## config.mk

```make
export PLATFORM = sky130hd
export DESIGN_NAME = debounce_sync
export DESIGN_NICKNAME = d
export VERILOG_FILES = /design/src/rtl/debounce_sync.sv
export SDC_FILE = /design/constraint.sdc
export NUM_CORES = 1
export LEC_CHECK = 0
export CORE_MARGIN = 1.5
export CORE_UTILIZATION = 30
export DETAILED_ROUTE_END_ITERATION = 10
export GPL_ROUTABILITY_DRIVEN = 0
export SYNTH_ARGS = -nofsm -noshare
export SYNTH_HDL_FRONTEND = slang
export SYNTH_SLANG_ARGS = --single-unit
```

## constraint.sdc

```tcl
create_clock -name clk -period 3.79 [get_ports clk]
set_clock_uncertainty 0.2 [all_clocks]
set_input_delay 0.379 -clock clk [delete_from_list [all_inputs] [get_ports clk]]
set_output_delay 0.379 -clock clk [all_outputs]
set_load 0.05 [all_outputs]
```

## src/rtl/debounce_sync.sv

```systemverilog
// debounce_sync: conditions a raw asynchronous input into a clean,
// clock-aligned level. A multi-flop synchronizer feeds a 4-state FSM
// with a consecutive-sample counter; q only changes after
// DEBOUNCE_CYCLES synchronized samples in a row disagree with it.
// Also provides qbar plus one-cycle rise/fall pulses and a busy flag.
module debounce_sync #(
  parameter int SYNC_STAGES     = 2,
  parameter int DEBOUNCE_CYCLES = 4
) (
  input  logic clk,
  input  logic rst,
  input  logic d,
  output logic q,
  output logic qbar,
  output logic rise,
  output logic fall,
  output logic busy
);

  // Counter only needs to hold 0..DEBOUNCE_CYCLES-1 inside a WAIT state.
  localparam int CNT_W = $clog2(DEBOUNCE_CYCLES + 1);

  // Value of cnt on the sample that completes the debounce window
  // (i.e. cnt + 1 == DEBOUNCE_CYCLES), precomputed to avoid an adder
  // in the compare path.
  localparam logic [CNT_W-1:0] CNT_LAST = CNT_W'(DEBOUNCE_CYCLES - 1);

  typedef enum logic [1:0] {
    IDLE_LOW  = 2'd0,
    WAIT_HIGH = 2'd1,
    IDLE_HIGH = 2'd2,
    WAIT_LOW  = 2'd3
  } state_t;

  logic [SYNC_STAGES-1:0] sync_q;
  logic                   d_s;

  state_t                 state_q;
  logic [CNT_W-1:0]       cnt_q;
  logic                   level_q;
  logic                   rise_q;
  logic                   fall_q;
  logic                   busy_q;

  // Synchronizer chain: stage 0 samples the raw input, each later stage
  // re-samples the previous one to resolve metastability.
  generate
    for (genvar gi = 0; gi < SYNC_STAGES; gi++) begin : g_sync
      if (gi == 0) begin : g_first
        // First stage captures the asynchronous input.
        always_ff @(posedge clk or negedge rst) begin
          if (!rst) begin
            sync_q[gi] <= 1'b0;
          end else begin
            sync_q[gi] <= d;
          end
        end
      end else begin : g_rest
        // Later stages shift the sample one flop further along.
        always_ff @(posedge clk or negedge rst) begin
          if (!rst) begin
            sync_q[gi] <= 1'b0;
          end else begin
            sync_q[gi] <= sync_q[gi-1];
          end
        end
      end
    end
  endgenerate

  // Only the last synchronizer stage is ever seen by the FSM.
  assign d_s = sync_q[SYNC_STAGES-1];

  // Debounce FSM: counts consecutive samples that differ from the current
  // level, restarts on any sample that agrees with it, and registers all
  // outputs so downstream flops see glitch-free signals.
  always_ff @(posedge clk or negedge rst) begin
    if (!rst) begin
      state_q <= IDLE_LOW;
      cnt_q   <= '0;
      level_q <= 1'b0;
      rise_q  <= 1'b0;
      fall_q  <= 1'b0;
      busy_q  <= 1'b0;
    end else begin
      // Pulses default low; they are set only on the transition edge.
      rise_q <= 1'b0;
      fall_q <= 1'b0;
      case (state_q)
        IDLE_LOW: begin
          if (d_s) begin
            if (DEBOUNCE_CYCLES == 1) begin
              // A single sample is enough: switch immediately.
              level_q <= 1'b1;
              rise_q  <= 1'b1;
              cnt_q   <= '0;
              busy_q  <= 1'b0;
              state_q <= IDLE_HIGH;
            end else begin
              cnt_q   <= CNT_W'(1);
              busy_q  <= 1'b1;
              state_q <= WAIT_HIGH;
            end
          end else begin
            cnt_q  <= '0;
            busy_q <= 1'b0;
          end
        end

        WAIT_HIGH: begin
          if (!d_s) begin
            // Input bounced back before the window completed: discard.
            cnt_q   <= '0;
            busy_q  <= 1'b0;
            state_q <= IDLE_LOW;
          end else if (cnt_q == CNT_LAST) begin
            level_q <= 1'b1;
            rise_q  <= 1'b1;
            cnt_q   <= '0;
            busy_q  <= 1'b0;
            state_q <= IDLE_HIGH;
          end else begin
            cnt_q  <= cnt_q + CNT_W'(1);
            busy_q <= 1'b1;
          end
        end

        IDLE_HIGH: begin
          if (!d_s) begin
            if (DEBOUNCE_CYCLES == 1) begin
              level_q <= 1'b0;
              fall_q  <= 1'b1;
              cnt_q   <= '0;
              busy_q  <= 1'b0;
              state_q <= IDLE_LOW;
            end else begin
              cnt_q   <= CNT_W'(1);
              busy_q  <= 1'b1;
              state_q <= WAIT_LOW;
            end
          end else begin
            cnt_q  <= '0;
            busy_q <= 1'b0;
          end
        end

        WAIT_LOW: begin
          if (d_s) begin
            cnt_q   <= '0;
            busy_q  <= 1'b0;
            state_q <= IDLE_HIGH;
          end else if (cnt_q == CNT_LAST) begin
            level_q <= 1'b0;
            fall_q  <= 1'b1;
            cnt_q   <= '0;
            busy_q  <= 1'b0;
            state_q <= IDLE_LOW;
          end else begin
            cnt_q  <= cnt_q + CNT_W'(1);
            busy_q <= 1'b1;
          end
        end

        default: begin
          cnt_q   <= '0;
          busy_q  <= 1'b0;
          state_q <= IDLE_LOW;
        end
      endcase
    end
  end

  assign q    = level_q;
  assign qbar = ~level_q;
  assign rise = rise_q;
  assign fall = fall_q;
  assign busy = busy_q;

endmodule
```

# ---- Word level (Yosys, flattened, before mapping)
# Cells that the tools add are included.
dict set report totals {
  regBits 11
  output_inout_bits 5
  word_cells 55
}
dict set report op_classes {
  add_sub_neg 1
  n_eq_ne 12
  muxes 29
  n_bitwise 1
  n_reduce_logical 4
}
# cell count
set ops {}
lappend ops {{2-to-1 mux 1 bit} 16}
lappend ops {{2-to-1 mux 2 bit} 6}
lappend ops {{!= test 2 bit (second input constant)} 6}
lappend ops {{case mux 3 bit (4 select lines)} 1}
lappend ops {{2-to-1 mux 3 bit} 3}
lappend ops {{case mux 2 bit (4 select lines)} 1}
lappend ops {{!= test 3 bit (second input constant)} 2}
lappend ops {{AND reduction 5 bit} 1}
lappend ops {{equality test 2 bit (second input constant)} 2}
lappend ops {{case mux 1 bit (4 select lines)} 1}
lappend ops {{AND reduction 4 bit} 1}
lappend ops {{adder 3 x 1 -> 3 bit (second input constant)} 1}
lappend ops {{equality test 3 x 2 -> 1 bit (second input constant)} 1}
lappend ops {{equality test 2 x 1 -> 1 bit (second input constant)} 1}
lappend ops {{logical NOT 2 bit} 1}
lappend ops {{case mux 1 bit (2 select lines)} 1}
lappend ops {{nonzero test 2 bit} 1}
lappend ops {{NOT 1 bit} 1}

# ---- Logic depth before layout (Yosys ltp)
dict set report logic_depth {
  word_depth 4
  mapped_depth 4
  ltp_nobuf 4
}

# ---- Worst setup path before layout
# No wires, ideal clock.
dict set report synth_path {
  path_kind {register to output}
  startpoint {reg level_q (netlist: q)}
  endpoint {out qbar}
  t_arrival_ns 0.978
  path_slack_ns 2.233
  path_stages_with_launch 2
  cell_sequence {dfrtp_1 -> inv_1}
}
dict set report synth_via {
  elab_chain_cells 1
}
# item line
set synth_rtl {}
lappend synth_rtl {{start: declaration} 40} ;# logic level_q;
lappend synth_rtl {{start signal: assignment} 81} ;# level_q <= 1'b0;
lappend synth_rtl {{start signal: assignment} 94} ;# level_q <= 1'b1;
lappend synth_rtl {{start signal: assignment} 117} ;# level_q <= 1'b1;
lappend synth_rtl {{NOT 1 bit} 174} ;# assign qbar = ~level_q;
lappend synth_rtl {{end: declaration} 14} ;# output logic qbar,
# Every way passes these cells.

# ---- Worst setup path in the final report
# Same ends and word-level chain as after synthesis.

==> summary.txt <==
Run status
  – Status: completed

Worst hold path
  – Hold worst-path end: d_s
  – Worst hold stages: 0
  – Hold wc startpoint: sync_q[0]
  – Hold WC Path Type: reg2reg

Synth
  – Post-synth cell types: 13
  – Top cells by area, synth: dfrtp_1 67%, nor3b_2 6.1%, and2_1 4.6%
  – Mapped Cells: 29
  – Post-Synthesis Cell Area: between 400 and 500 µm²
  – Top cell type's share of synthesized area: approximately 67%
  – Top_reg_cell synth: dfrtp_1
  – Syn Area/Cell: around 14 µm²
  – Top-count cell post-synth: dfrtp_1
  – EDFF count, synth: 0
  – Asr flop ratio synth: 100.0%
  – Post-synth net total: 33
  – Post-synth top area cell: dfrtp_1
  – Sequential fraction of the synthesis area: between 60% and 70%
  – Syn. warnings: 0
  – FF+latch count, synth: 11
  – Synth cell count leaders: 11 x dfrtp_1, 3 x and2_1, 3 x o21ai_0

Power
  – Max VDD drop: 0.2166 mV
  – Leak pwr: ~0.00024 µW
  – P per Cell Area: ~650 mW/mm²

STA
  – Final setup viols: 0
  – Max Slew Vio Count: 0
  – RSZ-0062 raised after global routing: false
  – Tightest Pin Transition: roughly 0.49 ns
  – Fin Setup TNS: 0 ns
  – Min Tclk post-route: between 2 and 2.5 ns
  – Final Hold Vio Count: 0
  – Period utilization: 55.24%
  – Relative slew slack: between 60% and 70%
  – FMAX: 0.4776 GHz

Worst setup path
  – Largest delay share family, worst path: buffers and inverters
  – Crit path buffers/inverters: 2
  – R2R Path Start: cnt_q[0]
  – CP startpoint: q
  – CP Capture Type: output port
  – Crit path DAT: 1.51 ns
  – Crit-path max FO: 4
  – Worst setup path class: reg2out
  – FF-to-FF setup slack: approximately 2.3 ns
  – Largest stage delay, worst path: ~0.79 ns
  – Startpoint Class: register
  – R2R depth: 3
  – Worst Path Required: 3.21 ns
  – Critical-path cell list: inv_1, clkdlybuf4s50_1
  – Crit-path slowest cell: clkdlybuf4s50_1

Routing
  – DRC viols: 0
  – Vias per Instance: around 4.4
  – Total vias in the final route: between 200 and 250
  – DRT Wirelength: ~580 µm
  – Wire length on met1: ~250 µm
  – Met3 WL: about 29 µm
  – Drt wl/cell: 10.51 µm
  – Routed Antenna Nets: 0
  – Top routing layer used: met4
  – Iter 0 DRT Violations: 0
  – Initial DRT Pass Iterations: 1
  – DR WL met2: approximately 290 µm

Floorplanning
  – Chip width: ~40 µm
  – Initial core utilization: about a third
  – Die Y: 39.93 µm
  – Row count: 13
  – Top-Level Pins: 8
  – Die area: 0.001594 mm²
  – Total core area: 0.001285 mm²

Job
  – Max-cap violations: 0

Global routing
  – Overall Global Routing Usage: between 10% and 20%
  – Initial antenna violation count: 0
  – Pin count of the biggest net entering global routing: 12
  – Vias in the first global route: about 250
  – Overflow after GRT: 0
  – Global-route wire length before repair: between 1 and 1.5 mm

CTS
  – Clock Path Buffers: 2
  – # clock sinks: 11
  – Post-CTS Setup Inserts: 0
  – Clock transition at the registers of the reported paths: ~0.070 ns
  – Post-CTS sizing: 0
  – Skew-Pair Late Insertion Delay: 0.27 ns
  – Post-cts hold buffer count: 0
  – CTS root buf: clkbuf_4
  – CTS tree: done
  – H-tree levels: 1
  – Num CTS Buffers: 3

Final layout
  – Area Overhead vs Synth: 28.44%
  – Final net count: 45
  – Layout Utilization: approximately two fifths
  – Layout fillers: ~120
  – Share of cells above drive strength 1: between 10% and 20%
  – Antenna cells: 0

Placed design
  – DP HPWL: 419 µm
  – Port Buffer Count: 7
-- cell usage in the layout (no fill, tap or decap), types with 2 or more instances in the layout --
| cell type | Yosys | layout |
|---|---|---|
| nor3b_2 | 2 | 2 |
| dfrtp_1 | 11 | 11 |
| clkdlybuf4s50_1 | 0 | 7 |
| clkbuf_4 | 0 | 3 |
| and2_1 | 3 | 3 |
| nor3b_1 | 2 | 2 |
| o21ai_0 | 3 | 3 |
-- cell type report --
type / count / area, µm² / share of cell area [%]
clock inverter: 1 / 5.005 / 0.9524
timing repair buffer: 7 / 70.07 / 13.33
inverter: 1 / 3.754 / 0.7143
multi-input combinational: 17 / 130.1 / 24.76
sequential: 11 / 275.3 / 52.38
clock buffer: 3 / 22.52 / 4.286
tap: 15 / 18.77 / 3.571
-- where the power goes --
| group | total (µW) | internal [µW] | leakage, µW | switching (µW) |
|---|---|---|---|---|
| Combinational | 98.2 | 42.7 | 0.0000826 | 55.5 |
| Sequential | 164 | 146 | 0.000136 | 18.6 |
| Clock | 77.9 | 39.0 | 0.0000177 | 38.9 |
| Total | 341 | 228 | 0.000236 | 113 |
-- registers in the layout (all words and copies together), names as in the netlist, named ones only --
name,count
q,1
fall,1
cnt_q,3
state_q,1
rise,1
d_s,1
busy,1
sync_q,1
-- metrics by stage --
step | instance area, µm² | std cells | total power [µW] | setup WS, ns | hold WS [ns]
6_report | 525.5 | 55 | 340.6 | 1.696 | 0.1555
5_1_grt | 525.5 | 55 | 370.7 | 1.624 | 0.1676
4_1_cts | 525.5 | 55 | 347.6 | 1.674 | 0.1594
3_5_place_dp | 498.0 | 51 | 266.1 | 1.978 | 0.1427
3_3_place_gp | 498.0 | 51 | 262.8 | 1.994 | 0.1375
2_1_floorplan | 409.1 | 29 | 236.1 | 2.233 | -0.1166
-- per-layer routing --
metal	global-route usage (%)	vias to the layer above
met5	0	-
met4	12.93	0
met3	3.333	2
met2	16.53	8
met1	11.66	109
li1	-	121
-- logic make-up (layout without fill, tap and decap cells) --
| family | Yosys count | count (layout) | synth area share (%) |
|---|---|---|---|
| AO/OA/AOI/OAI | 4 | 4 | 5.199 |
| XOR/XNOR | 1 | 1 | 2.141 |
| adder cells (fa/ha/maj) | 1 | 1 | 3.058 |
| buffers and inverters | 1 | 12 | 0.9166 |
| flip-flops | 11 | 11 | 67.28 |
| multiplexers | 1 | 1 | 2.752 |
| AND/OR/NAND/NOR | 10 | 10 | 18.65 |
-- worst max path at each step --
stage,endpoint,depth (start not counted)
floorplan,qbar,1
global placement,qbar,2
detailed placement,qbar,2
CTS,qbar,2
global route,qbar,2
finish,qbar,2
Note: power is estimated with default switching activity, not from simulation.
